File: src/rtl/fire_alarm_pkg.sv
// fire_alarm_pkg
// Shared types and constants for the fire-alarm display sequencer.
//   state_t        : alarm state machine encoding (SAFE, DETECT, FIRE, COOLDOWN)
//   AN_ALL_OFF     : anode bus value with every digit disabled (active-low)
//   FIRE_COUNT_MAX : saturation value of the fire event counter
//   an_decode()    : one-cold anode pattern for a digit index
package fire_alarm_pkg;

  typedef enum logic [1:0] {
    SAFE     = 2'd0,
    DETECT   = 2'd1,
    FIRE     = 2'd2,
    COOLDOWN = 2'd3
  } state_t;

  localparam logic [3:0] AN_ALL_OFF     = 4'b1111;
  localparam logic [7:0] FIRE_COUNT_MAX = 8'd255;

  // Clear the single anode bit belonging to idx; all others stay off.
  function automatic logic [3:0] an_decode(input logic [1:0] idx);
    return AN_ALL_OFF & ~(4'b0001 << idx);
  endfunction

endpackage

File: src/rtl/fire_alarm_ctrl_disp_scan_timer.sv
// disp_scan_timer
// Free-running 4-digit anode scan plus the alarm blink generator.
//   clk       in   system clock
//   rst       in   asynchronous active-high reset
//   blink_en  in   1 = blink should be running from this edge on
//   digit_idx out  digit currently scanned, advances every SCAN_CYC cycles
//   an        out  active-low one-cold anode enables matching digit_idx
//   blank     out  1 = blink off-phase, segments forced dark
module disp_scan_timer
  import fire_alarm_pkg::*;
#(
  parameter int SCAN_CYC  = 100000,
  parameter int BLINK_CYC = 25000000
) (
  input  logic       clk,
  input  logic       rst,
  input  logic       blink_en,
  output logic [1:0] digit_idx,
  output logic [3:0] an,
  output logic       blank
);

  localparam int SCAN_W  = $clog2(SCAN_CYC);
  localparam int BLINK_W = $clog2(BLINK_CYC);
  localparam logic [SCAN_W-1:0]  SCAN_LAST  = SCAN_W'(SCAN_CYC - 1);
  localparam logic [BLINK_W-1:0] BLINK_LAST = BLINK_W'(BLINK_CYC - 1);

  logic [SCAN_W-1:0]  scan_cnt_reg;
  logic [BLINK_W-1:0] blink_cnt_reg;
  logic               blink_on_reg;

  // Scan never stops, whatever the alarm state.
  always_ff @(posedge clk or posedge rst) begin
    if (rst) begin
      scan_cnt_reg <= '0;
      digit_idx    <= 2'd0;
      an           <= an_decode(2'd0);
    end else if (scan_cnt_reg == SCAN_LAST) begin
      scan_cnt_reg <= '0;
      digit_idx    <= digit_idx + 2'd1;
      an           <= an_decode(digit_idx + 2'd1);
    end else begin
      scan_cnt_reg <= scan_cnt_reg + SCAN_W'(1);
    end
  end

  // blink_en is the enable the alarm logic is about to register, so blank
  // drops on the same edge the buzzer does. blink_on_reg remembers that
  // the enable was already high; on the first enabled edge the counter is
  // restarted from zero so the first toggle lands BLINK_CYC cycles after
  // the enable took effect.
  always_ff @(posedge clk or posedge rst) begin
    if (rst) begin
      blink_cnt_reg <= '0;
      blink_on_reg  <= 1'b0;
      blank         <= 1'b0;
    end else begin
      blink_on_reg <= blink_en;
      if (!blink_en) begin
        blink_cnt_reg <= '0;
        blank         <= 1'b0;
      end else if (!blink_on_reg) begin
        blink_cnt_reg <= '0;
      end else if (blink_cnt_reg == BLINK_LAST) begin
        blink_cnt_reg <= '0;
        blank         <= ~blank;
      end else begin
        blink_cnt_reg <= blink_cnt_reg + BLINK_W'(1);
      end
    end
  end

endmodule

File: src/rtl/fire_alarm_ctrl.sv
// fire_alarm_ctrl
// Debounces the flame sensor and sequences the SAFE/FIRE alarm display.
//   clk          in   system clock, all logic on rising edge
//   rst          in   asynchronous active-high reset
//   sensor_in    in   raw flame sensor (async), 1 = flame
//   ack          in   operator acknowledge button (async, level)
//   msg_sel      out  0 = SAFE pattern, 1 = FIRE pattern
//   digit_idx    out  digit being scanned, 0..3
//   an           out  active-low one-cold anode enables
//   blank        out  1 = segments forced off (blink off-phase)
//   buzzer       out  alarm sounder enable
//   alarm_active out  1 while in FIRE or COOLDOWN
//   fire_count   out  saturating count of fire events since reset
module fire_alarm_ctrl
  import fire_alarm_pkg::*;
#(
  parameter int DEBOUNCE_CYC = 100000,
  parameter int HOLD_CYC     = 500000000,
  parameter int SCAN_CYC     = 100000,
  parameter int BLINK_CYC    = 25000000
) (
  input  logic       clk,
  input  logic       rst,
  input  logic       sensor_in,
  input  logic       ack,
  output logic       msg_sel,
  output logic [1:0] digit_idx,
  output logic [3:0] an,
  output logic       blank,
  output logic       buzzer,
  output logic       alarm_active,
  output logic [7:0] fire_count
);

  localparam int CNT_MAX = (HOLD_CYC > DEBOUNCE_CYC) ? HOLD_CYC : DEBOUNCE_CYC;
  localparam int CNT_W   = $clog2(CNT_MAX);
  localparam logic [CNT_W-1:0] DEB_LAST  = CNT_W'(DEBOUNCE_CYC - 1);
  localparam logic [CNT_W-1:0] HOLD_LAST = CNT_W'(HOLD_CYC - 1);

  logic [1:0]       sens_sync_reg;
  logic [1:0]       ack_sync_reg;
  logic             ack_d_reg;
  logic             sens_s;
  logic             ack_s;
  logic             ack_rise;

  state_t           state_reg, state_next;
  logic [CNT_W-1:0] cnt_reg, cnt_next;
  logic             mute_reg, mute_next;
  logic             fire_inc;
  logic             alarm_next;
  logic             buzzer_next;

  assign sens_s   = sens_sync_reg[1];
  assign ack_s    = ack_sync_reg[1];
  assign ack_rise = ack_s & ~ack_d_reg;

  always_comb begin
    state_next = state_reg;
    mute_next  = mute_reg;
    fire_inc   = 1'b0;
    case (state_reg)
      SAFE: begin
        if (sens_s) state_next = DETECT;
      end
      DETECT: begin
        // A low sample always wins over the terminal count.
        if (!sens_s) begin
          state_next = SAFE;
        end else if (cnt_reg == DEB_LAST) begin
          state_next = FIRE;
          fire_inc   = 1'b1;
        end
      end
      FIRE: begin
        if (!sens_s) state_next = COOLDOWN;
        if (ack_rise) mute_next = 1'b1;
      end
      COOLDOWN: begin
        // Re-ignition is the same incident, so no new count.
        if (sens_s) begin
          state_next = FIRE;
        end else if (cnt_reg == HOLD_LAST) begin
          state_next = SAFE;
        end
      end
      default: state_next = SAFE;
    endcase

    if (state_next == SAFE) mute_next = 1'b0;

    // Only DETECT and COOLDOWN time anything; elsewhere cnt rests at 0.
    if (state_next != state_reg) begin
      cnt_next = '0;
    end else if (state_reg == DETECT || state_reg == COOLDOWN) begin
      cnt_next = cnt_reg + CNT_W'(1);
    end else begin
      cnt_next = '0;
    end
  end

  // Outputs are registered from next-state values so they switch on the
  // same edge as the state itself.
  assign alarm_next  = (state_next == FIRE) || (state_next == COOLDOWN);
  assign buzzer_next = (state_next == FIRE) && !mute_next;

  always_ff @(posedge clk or posedge rst) begin
    if (rst) begin
      sens_sync_reg <= 2'b00;
      ack_sync_reg  <= 2'b00;
      ack_d_reg     <= 1'b0;
      state_reg     <= SAFE;
      cnt_reg       <= '0;
      mute_reg      <= 1'b0;
      msg_sel       <= 1'b0;
      alarm_active  <= 1'b0;
      buzzer        <= 1'b0;
      fire_count    <= 8'd0;
    end else begin
      sens_sync_reg <= {sens_sync_reg[0], sensor_in};
      ack_sync_reg  <= {ack_sync_reg[0], ack};
      ack_d_reg     <= ack_s;
      state_reg     <= state_next;
      cnt_reg       <= cnt_next;
      mute_reg      <= mute_next;
      msg_sel       <= alarm_next;
      alarm_active  <= alarm_next;
      buzzer        <= buzzer_next;
      if (fire_inc && fire_count != FIRE_COUNT_MAX) begin
        fire_count <= fire_count + 8'd1;
      end
    end
  end

  disp_scan_timer #(
    .SCAN_CYC (SCAN_CYC),
    .BLINK_CYC(BLINK_CYC)
  ) u_scan (
    .clk      (clk),
    .rst      (rst),
    .blink_en (buzzer_next),
    .digit_idx(digit_idx),
    .an       (an),
    .blank    (blank)
  );

endmodule
File: config.mk
export PLATFORM = sky130hd
export DESIGN_NAME = fire_alarm_ctrl
export DESIGN_NICKNAME = d
export VERILOG_FILES = /design/src/rtl/fire_alarm_pkg.sv /design/src/rtl/fire_alarm_ctrl_disp_scan_timer.sv /design/src/rtl/fire_alarm_ctrl.sv
export SDC_FILE = /design/constraint.sdc
export NUM_CORES = 1
export LEC_CHECK = 0
export CAP_MARGIN = 0
export CORE_MARGIN = 2
export CORE_UTILIZATION = 47
export DETAILED_ROUTE_END_ITERATION = 10
export PLACE_DENSITY = 0.74
export SYNTH_ARGS = -nofsm -noshare
export SYNTH_HDL_FRONTEND = slang
export SYNTH_SLANG_ARGS = --single-unit
File: constraint.sdc
create_clock -name clk -period 9.2 [get_ports clk]
set_input_delay 1.84 -clock clk [delete_from_list [all_inputs] [get_ports clk]]
set_output_delay 1.84 -clock clk [all_outputs]
set_load 0.05 [all_outputs]
# Word level (Yosys, flattened, before mapping)
# Index checks and enable logic that the tools add are counted.
# totals
regBits	96
out_inout_bits	18
# op_classes
addsub	5
n_eq_ne	13
shift	1
muxes	22
bitwise_logic	4
n_reduce_logical	8
# ops
cell	count
$mux W25	3
$mux W29	2
$add A29 B1 Y29 const B	1
$eq A29 B17 Y1 const B	1
$eq A29 B29 Y1 const B	1
$add A25 B1 Y25 const B	1
$eq A25 B25 Y1 const B	1
$add A17 B1 Y17 const B	1
$eq A17 B17 Y1 const B	1
$mux W17	1
$mux W2	6
$mux W1	9
$add A8 B1 Y8 const B	1
$eq A2 B2 Y1 const B	4
$ne A8 B8 Y1 const B	1
$pmux W2 S4	1
$logic_not A2 Y1	2
$ne A2 B2 Y1 const B	2
$not A4 Y4	1
$shl A1 B2 Y4 const A	1
$add A2 B1 Y2 const B	1
$eq A2 B1 Y1 const B	1
$logic_and A1 B1 Y1	2
$logic_or A1 B1 Y1	2
5 further kinds	6

# Longest topological paths before layout
# depth
word_depth	10
depth_mapped	8

# By module
# A second synthesis with hierarchy kept.
# unflattened
hier_cells	458
hier_area_um2	4743.3
# modules_own_cells
mod	instances	cells_each	area_each_um2
disp_scan_timer	1	239	2511.2
fire_alarm_ctrl	1	219	2232.1

# Worst setup path after synthesis
# OpenSTA, ideal clock, no wires.
# synth_path
path_kind	register to output
from	register alarm_active (netlist name)
to	output msg_sel
t_arrival_ns	0.886
required_time_ns	7.360
path_slack_ns	6.474
stages_incl_launch_ff	2
path_buffers	1
path_cell_list	dfrtp_1 > buf_4
# synth_lines
item	line_no	source
end, declared	fire_alarm_ctrl.sv:26	output logic msg_sel,

# Final worst setup path
# layout_path
from	register u_scan.an[3]
to	output an[3]
# layout_lines
item	line_no	source
start, declared	fire_alarm_ctrl_disp_scan_timer.sv:19	output logic [3:0] an,
start signal, assigned	fire_alarm_ctrl_disp_scan_timer.sv:37	an <= an_decode(2'd0);
start signal, assigned	fire_alarm_ctrl_disp_scan_timer.sv:41	an <= an_decode(digit_idx + 2'd1);
end, declared	fire_alarm_ctrl.sv:28	output logic [3:0] an,
# No word-level cell between the ends.

==> metrics <==
number of buffer and inverter instances along the worst setup path 1; number of sinks handled by clock tree synthesis 96; total number of vias 3193; status complete, no violations; Lkg Pwr 2.14 nW; # H-tree levels 3; smallest setup slack after layout roughly 5.6 ns; vias in the first global route about 3100; TritonCTS clock tree built; maximum buffer depth of the clock tree 2; share of the yosys chip area belonging to registers 0.519; Area contributors post-synth sky130_fd_sc_hd__dfrtp_1 50%, sky130_fd_sc_hd__xor2_1 8.3%, sky130_fd_sc_hd__nor2_1 6.3%; unrepaired setup endpoints after global routing no; gr ovfl total 0; Tot Pwr 0.000748 W; EDFF count, synth 0; antenna diode count 0; average wire per standard cell about 13 um; first-pass GRT wire length 14400 um; top cell type by total area after synthesis sky130_fd_sc_hd__dfrtp_1; distinct cell type count after synthesis 43; Setup Viol. Count Final 0; layout overhead on the synthesized area 11.8%; post-CTS resize count 0; final layout net count 479; Critical Path Source Type flop; worst setup slack after placement 5.70 ns; final critical-path share of the clock period 0.387; Post-Route Skew 0.0144 ns; average cell area after synthesis about 10 um2; antenna-violating nets left 0; min cycle time layout between 3 and 4 ns; critical path's top delay family buffers and inverters; class of the tightest hold or removal check flop to flop; multi-input logic area 2090 um2; DRT Wirelength approximately 8100 um; longest individual stage delay on the worst path 0.80 ns; count of TritonRoute iterations in the first routing pass 4; fraction of layout instances using a drive strength above 1 0.0826; total DRC errors in the routed layout 0; max-capacitance violation count 0; Syn Nets around 460; element type at the critical path end primary output; cell area power density 144 nW/um2; Layout Cells excl Fill 605; number of clock buffers inserted by TritonCTS 9; Worst Max-Slew Pin Slew 1.22 ns; CP Class flop to primary output; weighted congestion at the end of routability-driven global placement 0.765; # IOs 22; number of endpoints with negative hold slack in the final report 0; Initial Util 0.478; Final Max Slew Viols 0; core area 9680 um2; register cell area after layout 2410 um2; maximum number of pins on one net before global-route repair 53; relative slew slack 0.181; Yosys reg bits between 90 and 100; area share of the leading cell type in the synthesized netlist 0.502; final-layout fill cell count ~850; number of antenna violations at the first check in global routing 0; clock root buffer sky130_fd_sc_hd__clkbuf_8; most common library cell in the layout ignoring fill and taps sky130_fd_sc_hd__dfrtp_1; DPL Wire Length 5490 um; Buffers on Ports 21; max reg flops 29; cell area after synthesis 4630 um2; detail-routed via count per cell about 5.3; leading cell types in the layout, fill and taps excluded 93 x sky130_fd_sc_hd__dfrtp_1, 78 x sky130_fd_sc_hd__nor2_1, 44 x sky130_fd_sc_hd__xor2_1; total number of yosys warnings 0; all-layer global routing usage 0.171; clock-pin slew on the worst setup and hold paths 0.10 ns; post-synthesis async set-or-reset flop share 1.00; Total Die Area 10700 um2; critical path fanouts, max 2; cells after synthesis 445; Max Freq 0.281 GHz; overall die width 103 um; worst supply voltage drop on vdd 0.0931 mV; ys flop type sky130_fd_sc_hd__dfrtp_1; die height 103 um; crit path cell chain clkdlybuf4s50_1; CP max stage cell sky130_fd_sc_hd__clkdlybuf4s50_1; Sum Neg Setup Slack 0 ns; setup repair bufs after CTS 0; initial DRC count 169; critical path required time 7.36 ns; number of placed instances, taps included 589; total of hold buffers inserted after clock tree synthesis 0; later-pin clock latency in the skew report roughly 0.37 ns; arrival time worst endpoint 1.72 ns; total number of placement rows 36
worst paths after layout:
path                                            startpoint                          to  slack (ns)  depth (start not counted)
worst max-delay path              u_scan.an[3]$_DFFE_PP1N_                       an[3]        5.64                          1
worst min-delay path            sens_sync_reg[0]$_DFF_PP0_  sens_sync_reg[1]$_DFF_PP0_        0.35                          0
worst max register to register        cnt_reg[0]$_DFF_PP0_       cnt_reg[23]$_DFF_PP0_        6.61                          6
worst min register to register  sens_sync_reg[0]$_DFF_PP0_  sens_sync_reg[1]$_DFF_PP0_        0.35                          0
max in group asynchronous                              rst       cnt_reg[19]$_DFF_PP0_        6.20                          3
min in group asynchronous                              rst   ack_sync_reg[0]$_DFF_PP0_        1.88                          2
final cells by class:
cell class,instances,share of cell area
flip-flops and latches,96,0.464
multi-input cells,320,0.403
repair buffers,23,0.0435
well taps,133,0.0321
clock buffers,10,0.0266
clock inverters,6,0.0174
inverters,17,0.0126
power by group:
| group | internal (W) | switching, W | total (W) |
|---|---|---|---|
| combinational | 0.00000247 | 0.0000108 | 0.0000133 |
| clock | 0.000161 | 0.000149 | 0.000310 |
| sequential | 0.000423 | 0.00000133 | 0.000425 |
| total | 0.000587 | 0.000161 | 0.000748 |
metrics by stage:
stage                     hold WS [ns]  instance area [um2]   util
after floorplan                  0.331                 4630      -
after global placement           0.341                 4950  0.511
after detailed placement         0.340                 4950  0.511
after CTS                        0.351                 5180  0.535
after global routing             0.366                 5180  0.535
final                            0.354                 5180  0.535
cells in the mapped netlist, types with 3 or more instances:
| master | n |
|---|---|
| sky130_fd_sc_hd__dfrtp_1 | 93 |
| sky130_fd_sc_hd__nor2_1 | 78 |
| sky130_fd_sc_hd__xor2_1 | 44 |
| sky130_fd_sc_hd__nand2_1 | 29 |
| sky130_fd_sc_hd__nand3_1 | 29 |
| sky130_fd_sc_hd__xnor2_1 | 29 |
| sky130_fd_sc_hd__nand4_1 | 28 |
| sky130_fd_sc_hd__inv_1 | 17 |
| sky130_fd_sc_hd__and3_1 | 9 |
| sky130_fd_sc_hd__ha_1 | 8 |
| sky130_fd_sc_hd__nor4_1 | 7 |
| sky130_fd_sc_hd__and4_1 | 6 |
| sky130_fd_sc_hd__buf_2 | 6 |
| sky130_fd_sc_hd__nor2b_1 | 6 |
| sky130_fd_sc_hd__nor3_1 | 6 |
| sky130_fd_sc_hd__or2_2 | 5 |
| sky130_fd_sc_hd__mux2i_1 | 4 |
| sky130_fd_sc_hd__and2_1 | 3 |
| sky130_fd_sc_hd__dfstp_2 | 3 |
| sky130_fd_sc_hd__nor4b_1 | 3 |
cells by family after synthesis:
logic type	after synthesis	share of synthesized area
AND/OR/NAND/NOR	227	0.264
AO/OA/AOI/OAI	6	0.0143
adder cells (fa/ha/maj)	8	0.0216
flip-flops	96	0.519
buffers and inverters	29	0.0297
XOR/XNOR	73	0.138
multiplexers	6	0.0135
layer usage:
metal  track usage  wire (um)  vias to the layer above
met3        0.0585        305                       11
met2         0.267       3820                       51
met4        0.0415         89                        0
met5             0          0                        -
li1              -          -                     1556
met1         0.230       3880                     1575
Power figures use the tool's default switching activity.
